**config.mk**
```make
export PLATFORM = sky130hd
export DESIGN_NAME = buzzer_led_driver
export DESIGN_NICKNAME = d
export VERILOG_FILES = /design/src/rtl/buzzer_pkg.sv /design/src/rtl/buzzer_led_channel.sv /design/src/rtl/buzzer_led_driver.sv
export SDC_FILE = /design/constraint.sdc
export NUM_CORES = 1
export LEC_CHECK = 0
export ABC_AREA = 1
export ABC_CLOCK_PERIOD_IN_PS = 8100
export CAP_MARGIN = 20
export CELL_PAD_IN_SITES_DETAIL_PLACEMENT = 0
export CELL_PAD_IN_SITES_GLOBAL_PLACEMENT = 1
export CORE_ASPECT_RATIO = 0.6
export CORE_MARGIN = 2
export CORE_UTILIZATION = 44
export DETAILED_ROUTE_END_ITERATION = 12
export PLACE_DENSITY = 0.91
export SYNTH_ARGS = -nofsm -noshare
export SYNTH_HDL_FRONTEND = slang
export SYNTH_SLANG_ARGS = --single-unit
```
**constraint.sdc**
```tcl
create_clock -name aclk -period 8.1 [get_ports aclk]
set_input_delay 2.025 -clock aclk [delete_from_list [all_inputs] [get_ports aclk]]
set_output_delay 2.025 -clock aclk [all_outputs]
set_load 0.005 [all_outputs]
```
**src/rtl/buzzer_pkg.sv**
```systemverilog
// Shared types and sizing for the buzzer LED blink engine.
// BUZZER_LED_ACTIVE_LOW_EN selects active-low LED pins in the top.
package buzzer_pkg;

  typedef enum logic [2:0] {
    OFF,
    ON_CONST,
    BLINK_ON,
    BLINK_OFF,
    HOLD
  } led_state_t;

  localparam int BUZZER_CNT_WIDTH = 32;

endpackage

```
**src/rtl/buzzer_led_channel.sv**
```systemverilog
// One LED channel: state machine, interval counter and hold latch.
// lvl_q is both the registered LED level and the HOLD latch.
module buzzer_led_channel
  import buzzer_pkg::*;
#(
  parameter int CNT_WIDTH = BUZZER_CNT_WIDTH
) (
  input  logic                 aclk,
  input  logic                 aresetn,
  input  logic                 user_resetn,
  input  logic                 mode,
  input  logic                 enable,
  input  logic                 holded,
  input  logic [CNT_WIDTH-1:0] duration,
  output logic                 led_sts
);

  led_state_t           state_q, state_d;
  logic [CNT_WIDTH-1:0] cnt_q, cnt_d;
  logic [CNT_WIDTH-1:0] last;
  logic                 lvl_q, lvl_d;

  // Final count of a phase; duration 0 behaves like 1.
  always_comb begin
    last = '0;
    if (duration != '0) begin
      last = duration - CNT_WIDTH'(1);
    end
  end

  always_comb begin
    state_d = state_q;
    cnt_d   = cnt_q;
    lvl_d   = lvl_q;
    if (!aresetn || !user_resetn) begin
      state_d = OFF;
      cnt_d   = '0;
      lvl_d   = 1'b0;
    end else if (!enable && !holded) begin
      state_d = OFF;
      cnt_d   = '0;
      lvl_d   = 1'b0;
    end else if (!enable) begin
      state_d = HOLD;
    end else if (!mode) begin
      state_d = ON_CONST;
      cnt_d   = '0;
      lvl_d   = 1'b1;
    end else begin
      unique case (state_q)
        BLINK_ON: begin
          if (cnt_q >= last) begin
            state_d = BLINK_OFF;
            cnt_d   = '0;
            lvl_d   = 1'b0;
          end else begin
            cnt_d = cnt_q + CNT_WIDTH'(1);
          end
        end
        BLINK_OFF: begin
          if (cnt_q >= last) begin
            state_d = BLINK_ON;
            cnt_d   = '0;
            lvl_d   = 1'b1;
          end else begin
            cnt_d = cnt_q + CNT_WIDTH'(1);
          end
        end
        default: begin
          state_d = BLINK_ON;
          cnt_d   = '0;
          lvl_d   = 1'b1;
        end
      endcase
    end
  end

  always_ff @(posedge aclk) begin
    state_q <= state_d;
    cnt_q   <= cnt_d;
    lvl_q   <= lvl_d;
  end

  assign led_sts = lvl_q;

endmodule

```
**src/rtl/buzzer_led_driver.sv**
```systemverilog
// Three-channel RGB blink engine with LED pin polarity handling.
// Define BUZZER_LED_ACTIVE_LOW_EN for boards with active-low LEDs.
module buzzer_led_driver
  import buzzer_pkg::*;
#(
  parameter int CNT_WIDTH = BUZZER_CNT_WIDTH
) (
  input  logic                 aclk,
  input  logic                 aresetn,
  input  logic                 user_resetn,
  input  logic                 mode_r,
  input  logic                 mode_g,
  input  logic                 mode_b,
  input  logic                 enable_r,
  input  logic                 enable_g,
  input  logic                 enable_b,
  input  logic                 holded_r,
  input  logic                 holded_g,
  input  logic                 holded_b,
  input  logic [CNT_WIDTH-1:0] duration_r,
  input  logic [CNT_WIDTH-1:0] duration_g,
  input  logic [CNT_WIDTH-1:0] duration_b,
  output logic                 led_r,
  output logic                 led_g,
  output logic                 led_b,
  output logic                 led_r_sts,
  output logic                 led_g_sts,
  output logic                 led_b_sts
);

  buzzer_led_channel #(.CNT_WIDTH(CNT_WIDTH)) u_ch_r (
    .aclk        (aclk),
    .aresetn     (aresetn),
    .user_resetn (user_resetn),
    .mode        (mode_r),
    .enable      (enable_r),
    .holded      (holded_r),
    .duration    (duration_r),
    .led_sts     (led_r_sts)
  );

  buzzer_led_channel #(.CNT_WIDTH(CNT_WIDTH)) u_ch_g (
    .aclk        (aclk),
    .aresetn     (aresetn),
    .user_resetn (user_resetn),
    .mode        (mode_g),
    .enable      (enable_g),
    .holded      (holded_g),
    .duration    (duration_g),
    .led_sts     (led_g_sts)
  );

  buzzer_led_channel #(.CNT_WIDTH(CNT_WIDTH)) u_ch_b (
    .aclk        (aclk),
    .aresetn     (aresetn),
    .user_resetn (user_resetn),
    .mode        (mode_b),
    .enable      (enable_b),
    .holded      (holded_b),
    .duration    (duration_b),
    .led_sts     (led_b_sts)
  );

`ifdef BUZZER_LED_ACTIVE_LOW_EN
  assign led_r = ~led_r_sts;
  assign led_g = ~led_g_sts;
  assign led_b = ~led_b_sts;
`else
  assign led_r = led_r_sts;
  assign led_g = led_g_sts;
  assign led_b = led_b_sts;
`endif

endmodule

```
==> summary.md <==
| Metric | Value |
|---|---|
| Ratio of cells with drive above 1 in the final layout | under 10% |
| IO Count | 114 |
| CP Class | primary input to register |
| Fillcell total | between 2000 and 2500 |
| Clk slew on worst S/H paths | 0.07 ns |
| Mapped cell area | 0.0110 sq mm |
| Tmin final | 6.29 ns |
| P_int | 897 uW |
| Grt peak-use layer | met1 |
| Post-Place Setup Slack | 1.39 ns |
| Core area | roughly 0.024 sq mm |
| Setup tns final | 0 ns |
| Post-CTS Resized | 0 |
| Leakage | 5.38 nW |
| Port buffer count | 113 |
| Syn nets | 2003 |
| Final clock skew | 0.0125 ns |
| Fmax | 159 MHz |
| Commonest non-fill, non-tap cell in the layout | nand2_1 |
| Rows | 44 |
| Pre-antenna DRT Iters | 6 |
| Setup crit start | duration_r[10] |
| Worst EP required | 8.35 ns |
| Post-layout net count | 2106 |
| Comb pwr share | 16.6% |
| Synth area leader | dfxtp_1 |
| Clock power share | 39.6% |
| Critical Path Start Type | primary input |
| GPL Wtd Cong | 0.985 |
| Post-CTS Setup Bufs | 0 |
| Post-route clock period utilization | 77.7% |
| CP Cell Sequence | clkdlybuf4s50_1 > nor2_1 > inv_1 > nor2_1 > inv_1 > nor2_1 > nand2_1 > inv_1 > nand4_1 > clkinv_1 > a31oi_1 > o21ai_0 > ha_1 > a21oi_1 > o21ai_0 > nand2_1 > a21oi_1 > nor2_1 > nand4_1 > o21ai_0 |
| Status | complete, no violations |
| Data arrival, critical path | 6.54 ns |
| Psw | approximately 320 uW |
| CTS tree | yes |
| Synth async-reset ratio | 0% |
| Cell Area, Placed | 0.0125 sq mm |
| Max IR drop VDD | 89.8 uV |
| Synth top area share | 19.6% |
| Critical R2R Launch | u_ch_g.cnt_q[27] |
| Antenna Nets Post-Route | 0 |
| Die Span Y | 127 um |
| Slew Viols, Final | 0 |
| Worst R2R Path Depth | 8 |
| Pwr Total | 1.22 mW |
| Vias in the first global route | 10300 |
| Cell mode on critical path | nor2_1 |
| WP depth | 20 |
| Sw frac | 26.2% |
| WL final | 32.3 mm |
| DR vias | 11600 |
| Power density over the cells | 95.1 mW/mm^2 |
| Reg2Reg Setup Slack | between 5 and 6 ns |
| Synth area leaders | dfxtp_1 20%, nand2_1 15%, ha_1 12% |
| Cells after Synth | 1790 |
| Final HPWL DP | about 27 mm |
| Most frequent cells in the layout | 429 x nand2_1, 257 x nor2_1, 221 x inv_1 |
| Area of the die | 0.0263 sq mm |
| Worst setup endpoint | u_ch_r.cnt_q[17] |
| Post-CTS Hold Fix Bufs | 0 |
| Seq/Total Area, Yosys | approximately 20% |
| Yosys cell types | between 40 and 50 |
| CTS Buf Count | 9 |
| Sink Count | 108 |
| FF+latch area | between 0.002 and 0.0025 sq mm |
| Antenna diode count | 0 |
| Met2 usage | 33.3% |
| Setup WS post-layout | 1.81 ns |
| Initial core utilization | 45.1% |
| Met1 Track Usage GR | between 30% and 40% |
| # DRC | 0 |
| Worst slew pin tran | 0.925 ns |
| RSZ-0062 raised after global routing | no |
| DRT iter0 DRCs | 1061 |
| Max_cap viols | 0 |
| Clk buf depth | 2 |
| Root Buffer | clkbuf_16 |
| Hold Path Class | register to register |
| Rel. slew slack | a little under two fifths |
| CP Max Fanout | 24 |
| Area added between synthesis and finish | 16.1% |
| WP buf/inv | 5 |
| Grt met3 use | 5.45% |
| Sequential Power Share | 43.9% |
| WL per Instance | 14.5 um |
| Avg Inst Size Synth | 6.15 sq um |
| Slowest stage cell, crit path | nand4_1 |
| Final setup fails | 0 |
| Post-synth EDFFs | 0 |
| Initial antenna violation count | 0 |
| Ys Warns | 0 |
| Yosys reg bits | around 110 |
| Global-route wire length before repair | 53.0 mm |
| Ys flop type | dfxtp_1 |
| Pin count of the biggest net entering global routing | 26 |
| Total track usage | 24.5% |
| Crit path capture type | register |
| Design area | 0.0128 sq mm |
| Worst-Skew Late Latency | 0.36 ns |
| Fin. Hold Viols | 0 |
| Multi-input gate area | 0.00789 sq mm |
| Die X-Extent | 208 um |
| Critical R2R Capture | u_ch_g.cnt_q[4] |
| Via density | 5.23 |
| CP max stage delay | 0.79 ns |
| CTS H-tree lvls | 3 |
| CP delay by family, top | simple AND/OR/NAND/NOR gates |
| Grt ovf | 0 |
## registers in the layout, indices dropped and copies added (netlist names)
name and flops:
u_ch_b.cnt_q 32, u_ch_g.cnt_q 32, u_ch_r.cnt_q 32, u_ch_b.state_q 3, u_ch_g.state_q 3, u_ch_r.state_q 3
u_ch_b.led_sts 1, u_ch_g.led_sts 1, u_ch_r.led_sts 1
## Yosys cell counts, types with 15 or more instances
cell / instances
dfxtp_1: 108
clkbuf_1: 16
o21ai_0: 115
nand2_1: 429
a21oi_1: 69
inv_1: 221
or2_2: 17
ha_1: 105
nor2_1: 259
nand3_1: 108
xor2_1: 60
a21o_1: 15
xnor2_1: 30
nand4_1: 62
nor3_1: 54
## through the flow
stage,utilization (%),hold slack [ns],cells
3_5_place_dp,51.1,0.482,2204
5_1_grt,52.4,0.516,2220
4_1_cts,52.4,0.501,2220
3_3_place_gp,51.1,0.482,2204
2_1_floorplan,-,0.456,1790
6_report,52.4,0.493,2220
## kinds of logic (layout without fill, tap and decap cells)
kind of cell    after synthesis  after routing  share of synthesized area, %
compound gates              234            234                          11.7
xor+xnor                     90             90                          7.16
fa+ha+maj                   105            105                          11.9
buf+inv                     251            359                          8.73
flops                       108            108                          19.6
simple gates               1002           1002                          40.9
## power by group through the flow
stage	registers (mW)	clock network [mW]	logic, mW
detailed placement	0.546	0	0.200
floorplan	0.546	0	0.0996
global route	0.534	0.512	0.227
CTS	0.534	0.493	0.201
finish	0.534	0.481	0.201
global placement	0.546	0	0.197
## worst register-to-register path, cell delays in order (launching register included)
cell and delay [ns]:
dfxtp_1 0.47, ha_1 0.29, a21oi_1 0.13, o21ai_0 0.09, nand2_1 0.06, nand2_1 0.06, a21oi_1 0.39, nand4_1 0.84
o21ai_0 0.50
## layer usage
metal  wire length (um)  part of all wire, %
met1              17500                   54
met2              12100                   38
met3               2540                  7.9
met4                102                 0.32
met5                  0                    0
## cell type report
cell class,instances,share of cell area [%]
clock buffers,10,1.79
inverters,226,6.64
well taps,322,3.15
multi-input cells,1431,61.7
repair buffers,117,9.09
flip-flops and latches,108,16.9
clock inverters,6,0.695
## how the worst min path moves through the flow
stage	start	to	slack, ns	cells after the start
2_1_floorplan	u_ch_g.cnt_q[7]	u_ch_g.cnt_q[7]	0.46	2
3_3_place_gp	u_ch_g.state_q[0]	u_ch_g.state_q[0]	0.48	2
3_5_place_dp	u_ch_r.cnt_q[10]	u_ch_r.cnt_q[10]	0.48	2
4_1_cts	u_ch_r.cnt_q[10]	u_ch_r.cnt_q[10]	0.50	2
5_1_grt	u_ch_g.cnt_q[7]	u_ch_g.cnt_q[7]	0.52	2
6_report	u_ch_r.cnt_q[10]	u_ch_r.cnt_q[10]	0.49	2
(Power assumes the default switching activity.)
